**src/rtl/bridge_rr_arbiter_pkg.sv**
```systemverilog
// Shared types for the bridge command-port arbiter: FSM encodings, the
// pending-slot record and a small modulo helper used by the picker and the FSM.
package bridge_rr_arbiter_pkg;

  localparam int SLOT_ADDR_W = 8;
  localparam int SLOT_DATA_W = 32;

  typedef enum logic [2:0] {
    AXI_IDLE,
    AXI_AW_W,
    AXI_B,
    AXI_AR,
    AXI_R
  } axi_stage_e;

  typedef enum logic [1:0] {
    ARB_IDLE,
    ARB_ISSUE,
    ARB_WAIT,
    ARB_RESP
  } arb_state_e;

  typedef struct packed {
    logic                   r_wb;
    logic [SLOT_ADDR_W-1:0] addr;
    logic [SLOT_DATA_W-1:0] data_w;
  } slot_t;

  // Single-step wrap: callers never pass more than 2*n-1.
  function automatic int rr_wrap(input int v, input int n);
    return (v >= n) ? (v - n) : v;
  endfunction

endpackage

```
**src/rtl/bridge_rr_arbiter_rr_pick.sv**
```systemverilog
// Combinational round-robin picker: first set bit of i_pending at or above
// i_rr_ptr, wrapping modulo NUM_REQ.
module bridge_rr_arbiter_rr_pick
  import bridge_rr_arbiter_pkg::*;
#(
  parameter int NUM_REQ = 4,
  parameter int IDX_W   = 2
) (
  input  logic [NUM_REQ-1:0] i_pending,
  input  logic [IDX_W-1:0]   i_rr_ptr,
  output logic [IDX_W-1:0]   o_grant,
  output logic               o_found
);

  // Scan from the farthest candidate back to rr_ptr so the nearest one wins.
  always_comb begin
    o_grant = '0;
    o_found = 1'b0;
    for (int k = NUM_REQ - 1; k >= 0; k--) begin
      if (i_pending[IDX_W'(rr_wrap(int'(i_rr_ptr) + k, NUM_REQ))]) begin
        o_grant = IDX_W'(rr_wrap(int'(i_rr_ptr) + k, NUM_REQ));
        o_found = 1'b1;
      end
    end
  end

endmodule

```
**src/rtl/bridge_rr_arbiter.sv**
```systemverilog
// Round-robin sharing of the bridge command port among NUM_REQ requesters,
// one outstanding bridge transaction at a time.
//   state | meaning
//   IDLE  | pick next pending slot from rr_ptr
//   ISSUE | C_in_valid pulse with the granted slot's command
//   WAIT  | wait for C_out_valid, latch C_data_r
//   RESP  | rsp_valid to owner, free slot, advance rr_ptr
module bridge_rr_arbiter
  import bridge_rr_arbiter_pkg::*;
#(
  parameter int NUM_REQ = 4,
  parameter int ADDR_W  = SLOT_ADDR_W,
  parameter int DATA_W  = SLOT_DATA_W
) (
  input  logic                      clk,
  input  logic                      rst_n,
  input  logic [NUM_REQ-1:0]        req_valid,
  input  logic [NUM_REQ-1:0]        req_r_wb,
  input  logic [NUM_REQ*ADDR_W-1:0] req_addr,
  input  logic [NUM_REQ*DATA_W-1:0] req_data_w,
  output logic [NUM_REQ-1:0]        req_busy,
  output logic [NUM_REQ-1:0]        rsp_valid,
  output logic [DATA_W-1:0]         rsp_data,
  output logic                      C_in_valid,
  output logic                      C_r_wb,
  output logic [ADDR_W-1:0]         C_addr,
  output logic [DATA_W-1:0]         C_data_w,
  input  logic                      C_out_valid,
  input  logic [DATA_W-1:0]         C_data_r
);

  localparam int IDX_W = (NUM_REQ > 1) ? $clog2(NUM_REQ) : 1;

  arb_state_e         r_state;
  slot_t              r_slot [NUM_REQ];
  logic [NUM_REQ-1:0] r_busy;
  logic [IDX_W-1:0]   r_grant;
  logic [IDX_W-1:0]   r_rr_ptr;
  logic [IDX_W-1:0]   w_grant;
  logic               w_found;

  assign req_busy = r_busy;

  // Picking only happens in IDLE, when nothing is in flight, so every busy
  // slot is a pending one.
  bridge_rr_arbiter_rr_pick #(
    .NUM_REQ (NUM_REQ),
    .IDX_W   (IDX_W)
  ) u_pick (
    .i_pending (r_busy),
    .i_rr_ptr  (r_rr_ptr),
    .o_grant   (w_grant),
    .o_found   (w_found)
  );

  always_ff @(posedge clk or negedge rst_n) begin
    if (!rst_n) begin
      r_state    <= ARB_IDLE;
      r_busy     <= '0;
      r_grant    <= '0;
      r_rr_ptr   <= '0;
      rsp_valid  <= '0;
      rsp_data   <= '0;
      C_in_valid <= 1'b0;
      C_r_wb     <= 1'b0;
      C_addr     <= '0;
      C_data_w   <= '0;
      for (int i = 0; i < NUM_REQ; i++) begin
        r_slot[i] <= '0;
      end
    end else begin
      C_in_valid <= 1'b0;
      rsp_valid  <= '0;

      for (int i = 0; i < NUM_REQ; i++) begin
        if (req_valid[i] && !r_busy[i]) begin
          r_busy[i]        <= 1'b1;
          r_slot[i].r_wb   <= req_r_wb[i];
          r_slot[i].addr   <= req_addr[i*ADDR_W +: ADDR_W];
          r_slot[i].data_w <= req_data_w[i*DATA_W +: DATA_W];
        end
      end

      case (r_state)
        ARB_IDLE: begin
          if (w_found) begin
            r_grant    <= w_grant;
            C_in_valid <= 1'b1;
            C_r_wb     <= r_slot[w_grant].r_wb;
            C_addr     <= r_slot[w_grant].addr;
            C_data_w   <= r_slot[w_grant].data_w;
            r_state    <= ARB_ISSUE;
          end
        end
        ARB_ISSUE: r_state <= ARB_WAIT;
        ARB_WAIT: begin
          if (C_out_valid) begin
            rsp_data           <= C_data_r;
            rsp_valid[r_grant] <= 1'b1;
            r_state            <= ARB_RESP;
          end
        end
        ARB_RESP: begin
          r_busy[r_grant] <= 1'b0;
          r_rr_ptr        <= IDX_W'(rr_wrap(int'(r_grant) + 1, NUM_REQ));
          r_state         <= ARB_IDLE;
        end
        default: r_state <= ARB_IDLE;
      endcase
    end
  end

endmodule

```
**config.mk**
```make
export PLATFORM = sky130hd
export DESIGN_NAME = bridge_rr_arbiter
export DESIGN_NICKNAME = d
export VERILOG_FILES = /design/src/rtl/bridge_rr_arbiter_pkg.sv /design/src/rtl/bridge_rr_arbiter_rr_pick.sv /design/src/rtl/bridge_rr_arbiter.sv
export SDC_FILE = /design/constraint.sdc
export NUM_CORES = 1
export LEC_CHECK = 0
export CORE_MARGIN = 2
export CORE_UTILIZATION = 49
export DETAILED_ROUTE_END_ITERATION = 8
export GPL_TIMING_DRIVEN = 0
export PLACE_DENSITY = 0.81
export SLEW_MARGIN = 10
export SYNTH_ARGS = -nofsm -noshare
export SYNTH_HDL_FRONTEND = slang
export SYNTH_HIERARCHICAL = 1
export SYNTH_SLANG_ARGS = --single-unit
```
**constraint.sdc**
```tcl
create_clock -name clk -period 2.06 [get_ports clk]
set_input_delay 0.412 -clock clk [delete_from_list [all_inputs] [get_ports clk]]
set_output_delay 0.412 -clock clk [all_outputs]
set_load 0.005 [all_outputs]
```
# --- Word level (Yosys, flattened, before mapping) ---
# Cells that the tools add are included.
classes:
  n_addsub: 9
  reduce_logical: 13
  bitwise_logic: 3
  n_mux: 42
  n_eq_ne: 5
  n_lt_le_gt_ge: 12
ops:
  columns: ["operator", "n"]
  rows:
  - ["$bmux W41 S2", 1]
  - ["$mux W41", 2]
  - ["$mux W2", 11]
  - ["$mux W1", 19]
  - ["$lt A2 B4 Y1 const B", 4]
  - ["$ge A3 B3 Y1 const B", 5]
  - ["$mux W4", 3]
  - ["$sub A2 B1 Y2 const B", 5]
  - ["$bmux W1 S2", 4]
  - ["$pmux W2 S4", 1]
  - ["$add A2 B1 Y3 const B", 2]
  - ["$add A2 B2 Y3 const B", 2]
  - ["$reduce_and A2 Y1", 3]
  - ["$logic_and A1 B1 Y1", 5]
  - ["$and A4 B4 Y4", 1]
  - ["$eq A2 B2 Y1 const B", 2]
  - ["$logic_not A1 Y1", 4]
  - ["$not A4 Y4", 1]
  - ["$ge A2 B3 Y1 const B", 1]
  - ["$lt A2 B3 Y1 const B", 1]
  - ["$not A2 Y3", 1]
  - ["$demux W1 S2", 1]
  - ["$eq A2 B1 Y1 const B", 1]
  - ["$ge A2 B1 Y1 const B", 1]
  - ["other kinds (3)", 3]
word_totals:
  out_inout_bits: 82
  register_bits: 252
  in_bits: 203

# --- Longest topological paths before layout ---
logic_depth:
  word_depth: 14
  ltp_mapped: 8

# --- By module ---
# The synthesis kept the hierarchy.
modules_own_cells:
  columns: ["mod", "n_inst", "area_per_inst_um2", "cells_each", "seq_area_each_um2"]
  rows:
  - ["bridge_rr_arbiter", 1, 10536.4, 702, 6306.0]
  - ["bridge_rr_arbiter_rr_pick", 1, 77.6, 13, 0.0]

# --- Worst setup path before layout ---
# No wires, ideal clock.
synth_path:
  path_type: "flip-flop to flip-flop"
  startpoint: "register r_busy[1] (netlist: req_busy[1])"
  endpoint: "register C_addr[0]"
  t_arrival_ps: 1489
  t_required_ps: 1928
  stages_incl_launch_ff: 8
  n_path_buf: 2
  setup_slack_ps: 439
  cell_sequence: "dfrtp_1 -> nor3b_1 -> a211oi_1 -> nor2_1 -> buf_4 -> buf_4 -> mux2i_1 -> o221ai_2"
synth_via:
  elab_chain_cells: 11
synth_rtl:
  columns: ["element", "line", "text"]
  rows:
  - ["start: declaration", "bridge_rr_arbiter.sv:36", "logic [NUM_REQ-1:0] r_busy;"]
  - ["start signal: assignment", "bridge_rr_arbiter.sv:59", "r_busy <= '0;"]
  - ["start signal: indexed assignment", "bridge_rr_arbiter.sv:77", "r_busy[i] <= 1'b1;"]
  - ["start signal: indexed assignment", "bridge_rr_arbiter.sv:104", "r_busy[r_grant] <= 1'b0;"]
  - ["$bmux W1 S2", "bridge_rr_arbiter_rr_pick.sv:20", "if (i_pending[IDX_W'(rr_wrap(int'(i_rr_ptr) + k, NUM_REQ))]) begin"]
  - ["$mux W1 (not written as such) (2 in a row)", "bridge_rr_arbiter_rr_pick.sv:20", null]
  - ["$mux W2 (3 in a row)", "bridge_rr_arbiter_rr_pick.sv:20", null]
  - ["$mux W2 *", "bridge_rr_arbiter_rr_pick.sv:20", null]
  - ["via w_grant[1]", "bridge_rr_arbiter.sv:39", "logic [IDX_W-1:0] w_grant;"]
  - ["$not A2 Y3 (not written as such) *", "bridge_rr_arbiter.sv:90", "C_addr <= r_slot[w_grant].addr;"]
  - ["$bmux W41 S2 *", "bridge_rr_arbiter.sv:90", null]
  - ["$mux W41 * (2 in a row)", null, null]
  - ["end signal: assignment", "bridge_rr_arbiter.sv:90", null]
  - ["end: declaration", "bridge_rr_arbiter.sv:26", "output logic [ADDR_W-1:0] C_addr,"]
# Mark *: on every way through the listed nets, which the timed path passes. The rest lies on a longest branch. The select of a mux whose other input is x is not followed.
# A chain may end at the register's enable or synchronous reset.

# --- Worst setup path after layout ---
layout_path:
  startpoint: "register r_busy[1] (netlist: req_busy[1])"
  endpoint: "output port req_busy[1]"
layout_lines:
  columns: ["element", "line", "text"]
  rows:
  - ["end: declaration", "bridge_rr_arbiter.sv:21", "output logic [NUM_REQ-1:0] req_busy,"]
# No word-level cell between the ends.

==> run metrics <==
outcome=finished clean; Max Fanout on Critical Path=6; CP top delay family=buffers and inverters; Comb pwr share=40.4%; flops & latches, synth=252; post-DP HPWL=18,700 µm; Pint=0.0157 W; Clock transition at path regs=0.06 ns; crit-path cells=clkdlybuf4s50_1; Compound-Gate Fraction of Synth Area=4.08%; sequential share of power=38.3%; mapped cell area=10,600 µm²; synthesized area per cell=14.8 µm²; Arr. time, crit path=1.57 ns; Synth top area share=59.4%; Area Growth Syn to Fin=39.3%; drt pass-1 iters=4; area of the die=22,900 µm²; die width=151 µm; clk buf depth=3; Pleak=6.45 nW; Psw=0.00710 W; PnR worst setup slack=0.0823 ns; Synth area leaders=dfrtp_1, mux2_2, mux2i_1; CP Launch Type=flop; IO buf count=284; Final Cycle Share=96.0%; CTS tree=built; Adder-Cell Fraction of Synth Area=1.06%; routed len/inst=20.1 µm; grt ovf=0; commonest cells in the netlist=dfrtp_1, mux2_2, mux2i_1, nand2_1, o221ai_1; antenna violations before repair=3; Synth Area in Simple Gates=2.72%; EDFF count, synth=0; hold_sp=req_valid[0]; largest family of logic cells by synthesized area=multiplexers; largest net degree at the start of global routing=100; total clock sinks=252; Yosys top cell by area=dfrtp_1; total of max-cap violations=0; vias in the first global route=7,789; Syn Nets=927; Design Area, Final=14,800 µm²; post-synthesis sequential area ratio=59.4%; Setup Skew=0.00834 ns; Synth Area in XOR/XNOR=0%; gr usage total=23.6%; # rows=53; Buffers & Inverters on Critical Path=1; Async S/R FF share, synth=100%; clock share of power=21.3%; top-count cell post-synth=dfrtp_1; Top Ports=285; Slew Viols, Final=0; post-route ant nets=0; CTS Root Cell=clkbuf_16; final setup fails=0; Storage cell area=6310 µm²; Worst EP required=1.65 ns; RSZ-0062 raised after global routing=false; Layout Nets=1,243; Final Wtd Congestion=0.773; synth warn=6; Worst path max stage delay=0.60 ns; first-pass GRT wire length=41,200 µm; DRT iter0 DRCs=259; layout cells sized above 1=26.3%; relative slew slack=47.7%; Placed Area=13,900 µm²; Die Ht=151 µm; highest achievable clock rate=0.506 GHz; Setup CP Type=flop to output pin; Hold Path Class=input pin to flop; drt drc=0; htree depth=1; cell count after synthesis=715; Initial Utilization=50.2%; CTS Buf Count=27; worst slack, placed=0.0587 ns; worst hold slack=0.477 ns; clk_lat worst skew=0.52 ns; worst-margin pin slew=0.784 ns; mux cell area share after synthesis=29.0%; Core ar.=21,200 µm²; number of distinct library cells after synthesis=25; pwr dens=1540 nW/µm²; Critical path origin=req_busy[1]$_DFF_PN0_; Critical R2R Launch=req_busy[1]$_DFF_PN0_; Post-synth top flop=dfrtp_1; Worst setup EP type=output pin; fillers=1,544; area of the multi-input gates=3920 µm²; VDD IR max=828 µV; setup bufs post-CTS=0; Vias=7,055; Final Hold Viols=0; crit path time final=1.98 ns; highest-delay cell along the critical path=clkdlybuf4s50_1; drt via density=5.31; Sw Share=31.1%; WL final=26,700 µm
final timing paths:
kind / end / slack (ns) / cells past startpoint
setup reg to reg: C_data_w[15]$_DFFE_PN0P_ / 0.14 / 7
max in group asynchronous: rsp_data[12]$_DFFE_PN0P_ / 0.64 / 3
setup / recovery: req_busy[1] / 0.08 / 1
hold reg to reg: C_data_w[27]$_DFFE_PN0P_ / 0.49 / 2
hold / removal: req_busy[0]$_DFF_PN0_ / 0.48 / 3
min in group asynchronous: r_slot[39]$_DFFE_PN0P_ / 0.52 / 2
cell families (layout without fill, tap and decap cells):
| kind of cell | Yosys count | in the layout |
|---|---|---|
| compound gates | 51 | 51 |
| flops | 252 | 252 |
| simple gates | 68 | 68 |
| mux | 283 | 283 |
| buf+inv | 52 | 388 |
| fa+ha+maj | 9 | 9 |
| other cells | 0 | 3 |
sequential cells by signal, indices dropped and copies added (netlist names):
name,flops
req_busy,4
rsp_valid,4
C_data_w,32
r_grant,2
C_in_valid,1
r_state,2
rsp_data,32
C_addr,8
C_r_wb,1
r_slot,164
r_rr_ptr,2
power groups by stage:
stage / registers, W / logic, W / clock network (W)
finish: 0.00874 / 0.00922 / 0.00485
global route: 0.00903 / 0.00997 / 0.00518
CTS: 0.00874 / 0.00929 / 0.00496
detailed placement: 0.00879 / 0.00924 / 0
global placement: 0.00869 / 0.00898 / 0
floorplan: 0.00851 / 0.00577 / 0
layout by cell type (no fill, tap or decap), drive strengths merged, types with 2 or more instances in the layout:
| cell | netlist | final |
|---|---|---|
| a211oi | 2 | 2 |
| clkbuf | 4 | 47 |
| clkdlybuf4s50 | 0 | 283 |
| o21ai | 2 | 2 |
| nand2b | 3 | 3 |
| clkinv | 0 | 6 |
| buf | 41 | 41 |
| ha | 9 | 9 |
| nor2 | 9 | 9 |
| mux2i | 84 | 84 |
| o221ai | 41 | 41 |
| dfrtp | 252 | 252 |
| mux2 | 199 | 199 |
| nor2b | 4 | 4 |
| bufinv | 0 | 3 |
| inv | 7 | 7 |
| diode | 0 | 3 |
| nand2 | 47 | 47 |
| and3 | 4 | 4 |
| a21oi | 5 | 5 |
routing by layer:
layer  GRT usage (%)  share of wire, %  wire length (µm)
met5               0             0.037                10
met2            39.6                49             13000
met4            8.32               3.2               849
met1            30.4                42             11200
met3            5.27               6.1              1630
stage by stage:
step / TNS [ns] / total power, W / instances / utilization, %
after global placement: -2564.20 / 0.0177 / 1274 / 65.2
after detailed placement: 0 / 0.0180 / 1276 / 65.5
after global routing: 0 / 0.0242 / 1327 / 69.9
final: 0 / 0.0228 / 1329 / 69.9
after CTS: 0 / 0.0230 / 1326 / 69.8
after floorplan: 0 / 0.0143 / 715 / -
cell type report:
type                       instances  area share [%]
timing repair buffer             287            19.7
antenna                            3          0.0508
buffer                            45            2.55
clock buffer                      40            5.24
multi-input combinational        411            26.5
tap                              275            2.33
clock inverter                     9           0.812
sequential                       252            42.6
inverter                           7           0.178
repair_timing:
action | CTS | global route
hold buffers | 1 | 0
endpoints found under the setup margin | 0 | 35
resized for setup | 0 | 5
hold endpoints to repair | 94 | 0
No activity file was read; power rests on OpenSTA's default activity.
